## config.mk

```make
export PLATFORM = sky130hd
export DESIGN_NAME = bpu_check_queue
export DESIGN_NICKNAME = d
export VERILOG_FILES = /design/src/rtl/bpu_check_queue.sv
export SDC_FILE = /design/constraint.sdc
export NUM_CORES = 1
export LEC_CHECK = 0
export ABC_AREA = 1
export CAP_MARGIN = 20
export CORE_MARGIN = 10
export CORE_UTILIZATION = 30
export CTS_BUF_LIST = sky130_fd_sc_hd__clkbuf_4 sky130_fd_sc_hd__clkbuf_8
export CTS_CLUSTER_SIZE = 16
export DETAILED_ROUTE_END_ITERATION = 12
export HOLD_SLACK_MARGIN = 0.06
export PLACE_DENSITY = 0.57
export SLEW_MARGIN = 25
export SYNTH_ARGS = -nofsm -noshare
export SYNTH_HDL_FRONTEND = slang
export SYNTH_SLANG_ARGS = --single-unit
```

## constraint.sdc

```tcl
create_clock -name clk -period 9.7 [get_ports clk]
set_clock_uncertainty 0.15 [all_clocks]
set_input_delay 1.94 -clock clk [delete_from_list [all_inputs] [get_ports clk]]
set_output_delay 1.94 -clock clk [all_outputs]
set_load 0.03 [all_outputs]
```

## src/rtl/bpu_check_queue.sv

```systemverilog
// Branch-prediction check queue: holds fetch-time predictions in program order and scores them at EX resolve.
// Optional BPU_CHECK_STAT_EN adds saturating statistics counters (stat_br, stat_dir_fail, stat_add_fail, stat_ok).
module bpu_check_queue #(
    parameter int DEPTH = 8,
    parameter int PTR_W = 3
) (
    input  logic             clk,
    input  logic             rst,
    input  logic             push_valid,
    input  logic [31:0]      push_pc,
    input  logic [31:0]      push_pred_pc,
    input  logic [1:0]       push_pred_taken,
    output logic             full,
    input  logic             ex_valid,
    input  logic [31:0]      ex_pc,
    input  logic             ex_taken,
    input  logic [31:0]      ex_tpc,
    output logic [31:0]      fact_pc,
    output logic [31:0]      fact_tpc,
    output logic             fact_taken,
    output logic             predict_dir_fail,
    output logic             predict_add_fail,
    output logic             redirect_valid,
    output logic [31:0]      redirect_pc,
    output logic             order_err,
    output logic [PTR_W:0]   count
`ifdef BPU_CHECK_STAT_EN
    ,
    output logic [31:0]      stat_br,
    output logic [31:0]      stat_dir_fail,
    output logic [31:0]      stat_add_fail,
    output logic [31:0]      stat_ok
`endif
);

    localparam logic [PTR_W:0] DEPTH_C = (PTR_W+1)'(DEPTH);

    logic [31:0]      r_pc_mem  [DEPTH];
    logic [31:0]      r_tgt_mem [DEPTH];
    logic [1:0]       r_tk_mem  [DEPTH];
    logic [PTR_W-1:0] r_head;
    logic [PTR_W-1:0] r_tail;
    logic [PTR_W:0]   r_count;

    logic        w_empty;
    logic        w_full;
    logic        w_pop;
    logic        w_push;
    logic        w_pred_t;
    logic [31:0] w_pred_pc;
    logic [31:0] w_pc_plus4;
    logic        w_dir_fail;
    logic        w_add_fail;
    logic        w_mispred;
    logic        w_order_bad;

    assign w_empty    = (r_count == '0);
    assign w_full     = (r_count == DEPTH_C);
    assign w_pc_plus4 = ex_pc + 32'd4;
    assign w_pop      = ex_valid && !w_empty;

    // An EX resolve against an empty queue is scored as a sequential not-taken prediction.
    assign w_pred_t    = w_empty ? 1'b0 : (r_tk_mem[r_head] != 2'b00);
    assign w_pred_pc   = w_empty ? w_pc_plus4 : r_tgt_mem[r_head];
    assign w_dir_fail  = ex_valid && (w_pred_t != ex_taken);
    assign w_add_fail  = ex_valid && w_pred_t && ex_taken && (w_pred_pc != ex_tpc);
    assign w_mispred   = w_dir_fail || w_add_fail;
    assign w_order_bad = w_pop && (r_pc_mem[r_head] != ex_pc);

    // Wrong-path fetch arriving with the mispredict is thrown away along with the flush.
    assign w_push = push_valid && (!w_full || w_pop) && !w_mispred;

    assign full  = w_full;
    assign count = r_count;

    always_ff @(posedge clk) begin
        if (w_push) begin
            r_pc_mem[r_tail]  <= push_pc;
            r_tgt_mem[r_tail] <= push_pred_pc;
            r_tk_mem[r_tail]  <= push_pred_taken;
        end
    end

    always_ff @(posedge clk or posedge rst) begin
        if (rst) begin
            r_head           <= '0;
            r_tail           <= '0;
            r_count          <= '0;
            order_err        <= 1'b0;
            fact_pc          <= '0;
            fact_tpc         <= '0;
            fact_taken       <= 1'b0;
            predict_dir_fail <= 1'b0;
            predict_add_fail <= 1'b0;
            redirect_valid   <= 1'b0;
            redirect_pc      <= '0;
        end else begin
            if (w_mispred) begin
                r_head  <= '0;
                r_tail  <= '0;
                r_count <= '0;
            end else begin
                if (w_pop)  r_head <= r_head + PTR_W'(1);
                if (w_push) r_tail <= r_tail + PTR_W'(1);
                case ({w_push, w_pop})
                    2'b10:   r_count <= r_count + (PTR_W+1)'(1);
                    2'b01:   r_count <= r_count - (PTR_W+1)'(1);
                    default: r_count <= r_count;
                endcase
            end

            if (w_order_bad) order_err <= 1'b1;

            if (ex_valid) begin
                fact_pc  <= ex_pc;
                fact_tpc <= ex_tpc;
            end
            fact_taken       <= ex_valid && ex_taken;
            predict_dir_fail <= w_dir_fail;
            predict_add_fail <= w_add_fail;
            redirect_valid   <= w_mispred;
            if (w_mispred) redirect_pc <= ex_taken ? ex_tpc : w_pc_plus4;
        end
    end

`ifdef BPU_CHECK_STAT_EN
    always_ff @(posedge clk or posedge rst) begin
        if (rst) begin
            stat_br       <= '0;
            stat_dir_fail <= '0;
            stat_add_fail <= '0;
            stat_ok       <= '0;
        end else begin
            if (ex_valid && ex_taken && (stat_br != '1))      stat_br       <= stat_br + 32'd1;
            if (w_dir_fail && (stat_dir_fail != '1))          stat_dir_fail <= stat_dir_fail + 32'd1;
            if (w_add_fail && (stat_add_fail != '1))          stat_add_fail <= stat_add_fail + 32'd1;
            if (ex_valid && ex_taken && !w_mispred && (stat_ok != '1))
                stat_ok <= stat_ok + 32'd1;
        end
    end
`endif

endmodule
```

* Word-level counts from Yosys, hierarchy flattened *
Memories as Yosys holds them, arrays and structs flattened.
Cells that the tools add are included.

cells by class
  reduce and logical (&&, ||, !) cells = 19
  equality and inequality tests = 6
  multiplexer cells = 11
  add/subtract/negate cells = 5

operator list
  kind                                              number
  two-way mux 32 bit                                2
  inequality test 32 bit                            2
  adder 32 x 3 -> 32 bit, second input constant     1
  two-way mux 3 bit                                 4
  logical AND 1 bit                                 9
  one-hot mux 4 bit (2 select lines)                1
  adder 3 x 1 -> 3 bit, second input constant       2
  nonzero test 2 bit                                3
  adder 4 x 1 -> 4 bit, second input constant       1
  == test 4 bit, second input constant              1
  zero test 4 bit                                   1
  two-way mux 4 bit                                 1
  subtractor 4 x 1 -> 4 bit, second input constant  1
  zero test 1 bit                                   3
  two-way mux 1 bit                                 3
  nonzero test 3 bit                                1
  == test 2 x 1 -> 1 bit, second input constant     1
  == test 2 bit, second input constant              1
  logical OR 1 bit                                  2
  inequality test 1 bit                             1

word-level totals
  RAM bits = 528
  memories kept = 3
  output and inout port bits = 106
  register bits = 111

memory list
  memory     words  width  rd ports  clocked after Yosys merged registers in  wr ports  line  source
  r_pc_mem   8      32     1         0                                        1         38    logic [31:0] r_pc_mem [DEPTH];
  r_tgt_mem  8      32     1         0                                        1         39    logic [31:0] r_tgt_mem [DEPTH];
  r_tk_mem   8      2      1         0                                        1         40    logic [1:0] r_tk_mem [DEPTH];

* Longest topological paths before layout *
An unclocked memory read counts as a cell.

  word-level depth = 12
  depth in mapped cells = 29
  mapped depth without buffers = 27

* Worst setup path before layout *
No wires, ideal clock.

  path kind = input port to flip-flop
  start = input ex_pc[2]
  end = memory r_pc_mem[0][0], enable pin
  stages = 19
  slack = 2.692 ns
  arrival = 6.368 ns
  path buffers = 0
  path through = ha_1 -> nand2_1 -> nor2_2 -> nand2_2 -> nor2_2 -> nand2_1 -> nand2_1 -> nand3_1 -> nand3_1 -> nand2_1 -> nor2_1 -> nand2_1 -> nor2_1 -> nand3_1 -> nand2_2 -> nand3_2 -> inv_1 -> nand2_1 -> nor2_1

between the ends
  longest elaborated chain between the ends = 9

ends and longest elaborated chain
  element                                  line  source
  from (decl)                              15    input logic [31:0] ex_pc,
  adder 32 x 3 -> 32 bit                   59    assign w_pc_plus4 = ex_pc + 32'd4;
  two-way mux 32 bit                       64    assign w_pred_pc = w_empty ? w_pc_plus4 : r_tgt_mem[r_head];
  inequality test 32 bit                   66    assign w_add_fail = ex_valid && w_pred_t && ex_taken && (w_pred_pc != ex_tpc);
  logical AND 1 bit                        66
  logical OR 1 bit                         67    assign w_mispred = w_dir_fail || w_add_fail;
  zero test 1 bit                          71    assign w_push = push_valid && (!w_full || w_pop) && !w_mispred;
  logical AND 1 bit                        71
  two-way mux 1 bit                        77    if (w_push) begin
  two-way mux 1 bit (implied by the code)  78    r_pc_mem[r_tail] <= push_pc;
  to (decl)                                38

No other way between the ends.

* Final worst setup path *
  start = input ex_pc[3]
  end = memory r_pc_mem[5][11], enable pin

The elaborated chain is that of the path after synthesis.

==> flow_results.org <==
** Clock network
- Clock-pin slew was measured on the worst setup and hold paths at 0.06 ns.
- Maximum root-to-sink buffer count :: 3
- TritonCTS created between 100 and 150 clock buffers.
- CTS placed an instance of sky130_fd_sc_hd__clkbuf_8 at the clock tree root.
- Num Clock Sinks :: between 600 and 700
- CTS Hold Buffers Added :: 0
- CTS tree :: built
- Post-CTS sizing :: 0
- Once the clock tree was built, the setup fixing pass inserted 0 buffers.
- For the worst-skew pair, the clock arrives at the later sink with an insertion delay of around 0.75 ns.
- # H-tree levels :: 3

** Setup path
- Counting both buffers and inverters, the worst setup path holds a total of 4.
- By startpoint and endpoint, the worst setup path is classified as in -> reg.
- For the worst setup path, the data required time is 9.92 ns.
- STA classifies the critical path endpoint as a flop.
- Cell family with the largest share of critical-path delay :: simple AND/OR/NAND/NOR gates
- Critical Path, Cell by Cell :: clkdlybuf4s50_1 > ha_1 > nand2_1 > nor2_2 > nand3_1 > nor2_1 > nand2_1 > nand3_1 > nand2_1 > nand2_1 > nand2_1 > nor2_1 > nand2_1 > nor2_1 > nand3_1 > nand2_2 > nand3_2 > inv_1 > nand2_1 > nor2_4 > buf_16 > buf_4
- The most numerous cell type found on the critical path is sky130_fd_sc_hd__nand2_1.
- The largest single stage delay on the critical path is 0.67 ns.
- STA classifies the critical path startpoint as a primary input.
- Critical path data arrival time :: approximately 6.4 ns
- Crit path max fanout :: 24
- Highest-delay cell along the critical path :: sky130_fd_sc_hd__clkdlybuf4s50_1

** Timing
- Unrepaired setup endpoints after global routing :: false
- Minimum clock period :: between 6 and 7 ns
- At the pin with the least slew margin, the transition time is roughly 1.0 ns.
- The number of endpoints with negative hold slack in the final report came to 0.
- Hold timing on the final database bottoms out at a slack of 0.3171 ns.
- The final count of pins violating max slew was 0.
- Maximum frequency from static timing analysis :: around 160 MHz
- Of the available clock period, the critical path in the final layout requires 0.6351.
- Measured against its own limit, the worst slew margin works out to 0.3227.
- Final TNS setup :: 0 ns
- Setup violations remaining at the end of the flow were counted as 0.

** Detailed routing
- TritonRoute pass-1 iters :: 5
- DRC marker count from the first detailed-route iteration :: about 2000
- After detailed routing, the number of vias per cell comes to 5.039.
- In the final routed layout, each cell accounts on average for 23.44 um.
- The detail route stage leaves a number of antenna-violating nets equal to 0.
- The routed layout has 20410 vias.
- Final Routed Wirelength :: 94950 um
- For this run, design rule violations remaining after detail routing come to 0.

** Synthesis
- Prevailing post-synth register cell :: sky130_fd_sc_hd__edfxtp_1
- Post-Synthesis Cell Area :: about 27000 sq um
- Sequential-to-total area share from yosys stat :: 0.6800
- Avg Synthesized Cell Area :: between 10 and 15 sq um
- Number of warning messages in the yosys log :: 0
- The share of synthesized area in the top cell type comes to 0.5787.
- Counting every instance in the synthesized netlist gives 2529.
- In the synthesized netlist the async set-or-reset flop fraction comes to 0.1737.
- Unique cell type count in the Yosys netlist :: 47
- Top cells by area in the synthesized netlist :: sky130_fd_sc_hd__edfxtp_1 (58%), sky130_fd_sc_hd__dfrtp_1 (10%), sky130_fd_sc_hd__nand2_1 (8.9%), sky130_fd_sc_hd__nand3_1 (5.5%), sky130_fd_sc_hd__o21ai_0 (3.7%)
- The synthesized design contains ~530 enable-type register cells.
- Cell taking the most area after synthesis :: sky130_fd_sc_hd__edfxtp_1
- Synthesis-stage register bit count :: about 640
- Net count of the mapped netlist :: about 2700

** Layout
- In the layout the commonest cells are sky130_fd_sc_hd__nand2_1 (651), sky130_fd_sc_hd__edfxtp_1 (528), sky130_fd_sc_hd__nand3_1 (301).
- The library cell used most frequently in the layout, excluding fill and tap cells, is sky130_fd_sc_hd__nand2_1.
- Final #Nets :: around 3000
- In the final layout, the share of cells above drive strength 1 is 0.09525.
- Final Cell Area :: roughly 33000 sq um
- Synth-to-Final Area Change :: 21.63%
- Final Util :: 0.3691

** GRT
- Overall overflow remaining after global route :: 0
- GRT Overall Usage :: 0.1782
- The via count of the first global-routing pass is 19330.
- Global-route wire length before repair :: 136300 um
- Entering global routing, the biggest net connects 138 pins.
- Initial antenna violation count :: 23

** Power and ir drop
- Largest voltage drop on the vdd net :: 0.1680 mV
- Leakage component of the power :: roughly 12 nW
- Clock power share :: 0.296
- Of the total power, the share spent switching nets is 0.3641.
- Power share of the sequential group :: 0.399
- Of the total power, combinational logic draws 0.305.
- Internal cell power :: about 5.6 mW
- Net switching power :: about 3.2 mW
- Total power density per cell area :: 263.8 nW/um^2

** Floorplanning
- Overall die width :: 322.2 um
- Core area :: roughly 90000 sq um
- Number of placed I/O pins :: about 240
- # rows :: 110
- Vertical die dimension :: roughly 320 um
- The die covers 103800 sq um.
- Initial standard-cell utilization of the core :: 0.3035

** Run status
- Outcome :: finished, final reports clean

** Placed design
- At the end of routability-driven placement, the weighted congestion stood at 0.9531.
- In this run the tool buffered the top-level ports with 240 buffer cells.
- The placed instances occupy a cell area of just over 30000 sq um.
- After legalization and detailed placement, the total HPWL measured 63420 um.

** Flow run
- Max cap viols :: 0

** Hold path
- The worst hold path belongs to the class reg -> reg.
-- kinds of logic after synthesis --
kind of cell / count (synthesis) / share of synthesized area
buffers and inverters: 254 / 0.04060
adders and majority gates: 6 / 0.003014
xor gates and xnor gates: 37 / 0.01183
AOI/OAI and AO/OA: 351 / 0.07407
and+or+nand+nor: 1242 / 0.1905
DFF: 639 / 0.6800
-- cell usage after synthesis (2+ instances only) --
cell	count
sky130_fd_sc_hd__inv_1	109
sky130_fd_sc_hd__nor2_4	7
sky130_fd_sc_hd__a31oi_1	25
sky130_fd_sc_hd__o21ai_1	8
sky130_fd_sc_hd__or2_2	5
sky130_fd_sc_hd__nor2_1	234
sky130_fd_sc_hd__nand3_1	301
sky130_fd_sc_hd__edfxtp_1	528
sky130_fd_sc_hd__nand3_2	2
sky130_fd_sc_hd__o21ai_0	205
sky130_fd_sc_hd__nand2_2	8
sky130_fd_sc_hd__nor4_1	5
sky130_fd_sc_hd__buf_4	15
sky130_fd_sc_hd__a31o_2	5
sky130_fd_sc_hd__a221o_1	2
sky130_fd_sc_hd__buf_1	7
sky130_fd_sc_hd__o211ai_1	4
sky130_fd_sc_hd__inv_2	7
sky130_fd_sc_hd__a221oi_1	8
sky130_fd_sc_hd__o221ai_1	30
sky130_fd_sc_hd__nor2_2	9
sky130_fd_sc_hd__buf_2	51
sky130_fd_sc_hd__o31ai_1	2
sky130_fd_sc_hd__nand2_1	651
sky130_fd_sc_hd__ha_1	5
sky130_fd_sc_hd__dfrtp_1	111
sky130_fd_sc_hd__clkbuf_1	57
sky130_fd_sc_hd__xor2_1	35
sky130_fd_sc_hd__nand3b_1	3
sky130_fd_sc_hd__xnor2_1	2
sky130_fd_sc_hd__a21oi_1	33
sky130_fd_sc_hd__clkinv_1	2
sky130_fd_sc_hd__o22ai_1	23
sky130_fd_sc_hd__buf_6	5
sky130_fd_sc_hd__nand4_1	9
sky130_fd_sc_hd__nor3_1	5
-- worst reg2reg max path: stages, from the launching register on --
cell and delay (ns):
sky130_fd_sc_hd__dfrtp_4 0.69, sky130_fd_sc_hd__inv_4 0.53, sky130_fd_sc_hd__buf_4 0.74, sky130_fd_sc_hd__nand3_1 0.20, sky130_fd_sc_hd__nand3_1 0.13, sky130_fd_sc_hd__nand3_1 0.21, sky130_fd_sc_hd__nand2_1 0.14, sky130_fd_sc_hd__nand2_1 0.05
sky130_fd_sc_hd__nand2_1 0.09, sky130_fd_sc_hd__nand2_1 0.06, sky130_fd_sc_hd__nor2_1 0.25, sky130_fd_sc_hd__nand2_1 0.10, sky130_fd_sc_hd__nor2_1 0.10, sky130_fd_sc_hd__nand3_1 0.13, sky130_fd_sc_hd__nand2_2 0.18, sky130_fd_sc_hd__nand3_2 0.11
sky130_fd_sc_hd__inv_1 0.12, sky130_fd_sc_hd__nand2_1 0.23, sky130_fd_sc_hd__nor2_4 0.56, sky130_fd_sc_hd__buf_16 0.25, sky130_fd_sc_hd__buf_4 0.37
-- power groups by stage --
stage	Clock, mW	Combinational, mW	Sequential, mW
final	2.61	2.68	3.51
after global placement	0	2.66	3.55
after global routing	2.77	2.93	3.53
after CTS	2.65	2.69	3.50
after detailed placement	0	2.68	3.56
after floorplan	0	1.55	3.67
-- registers in the layout (all words and copies together), names as in the netlist --
register,count
fact_tpc,32
r_tgt_mem,256
r_head,3
r_pc_mem,256
fact_taken,1
redirect_valid,1
fact_pc,32
r_tk_mem,16
predict_add_fail,1
count,4
r_tail,3
predict_dir_fail,1
order_err,1
redirect_pc,32
-- area by class of cell --
class | instances | area, sq um
antenna | 9 | 22.52
clock buffer | 157 | 1929
tap | 1176 | 1471
multi-input combinational | 1636 | 7725
fill | 8929 | 56960
inverter | 118 | 459.2
sequential | 639 | 18640
clock inverter | 45 | 415.4
timing repair buffer | 271 | 2663
-- metrics by stage --
| stage | worst slack, ns | instances | total power [mW] |
|---|---|---|---|
| 2_1_floorplan | 2.692 | 2529 | 5.224 |
| 3_3_place_gp | 2.699 | 3839 | 6.216 |
| 3_5_place_dp | 2.890 | 3840 | 6.235 |
| 4_1_cts | 3.646 | 4042 | 8.835 |
| 5_1_grt | 3.312 | 4046 | 9.236 |
| 6_report | 3.540 | 4051 | 8.791 |
-- final timing paths --
path | cells past startpoint | startpoint | to | slack (ns)
min in group asynchronous | 2 | rst | redirect_pc[1]$_DFFE_PP0N_ | 1.53
worst min register to register | 2 | order_err$_DFFE_PP0P_ | order_err$_DFFE_PP0P_ | 0.32
worst max register to register | 20 | r_head[1]$_DFFE_PP0P_ | r_pc_mem[5][11]$_DFFE_PP_ | 3.91
worst min-delay path | 2 | order_err$_DFFE_PP0P_ | order_err$_DFFE_PP0P_ | 0.32
worst max-delay path | 22 | ex_pc[3] | r_pc_mem[5][11]$_DFFE_PP_ | 3.54
max in group asynchronous | 3 | rst | fact_tpc[23]$_DFFE_PP0P_ | 6.62
-- routing by layer --
metal	vias up	wire length [um]	part of all wire	track usage
met2	926	40870	0.43	0.2630
li1	9338	-	-	-
met4	20	2167	0.023	0.05588
met5	-	107	0.0011	0
met3	125	9965	0.10	0.05353
met1	10000	41840	0.44	0.2480
Note: power is estimated with default switching activity, not from simulation.
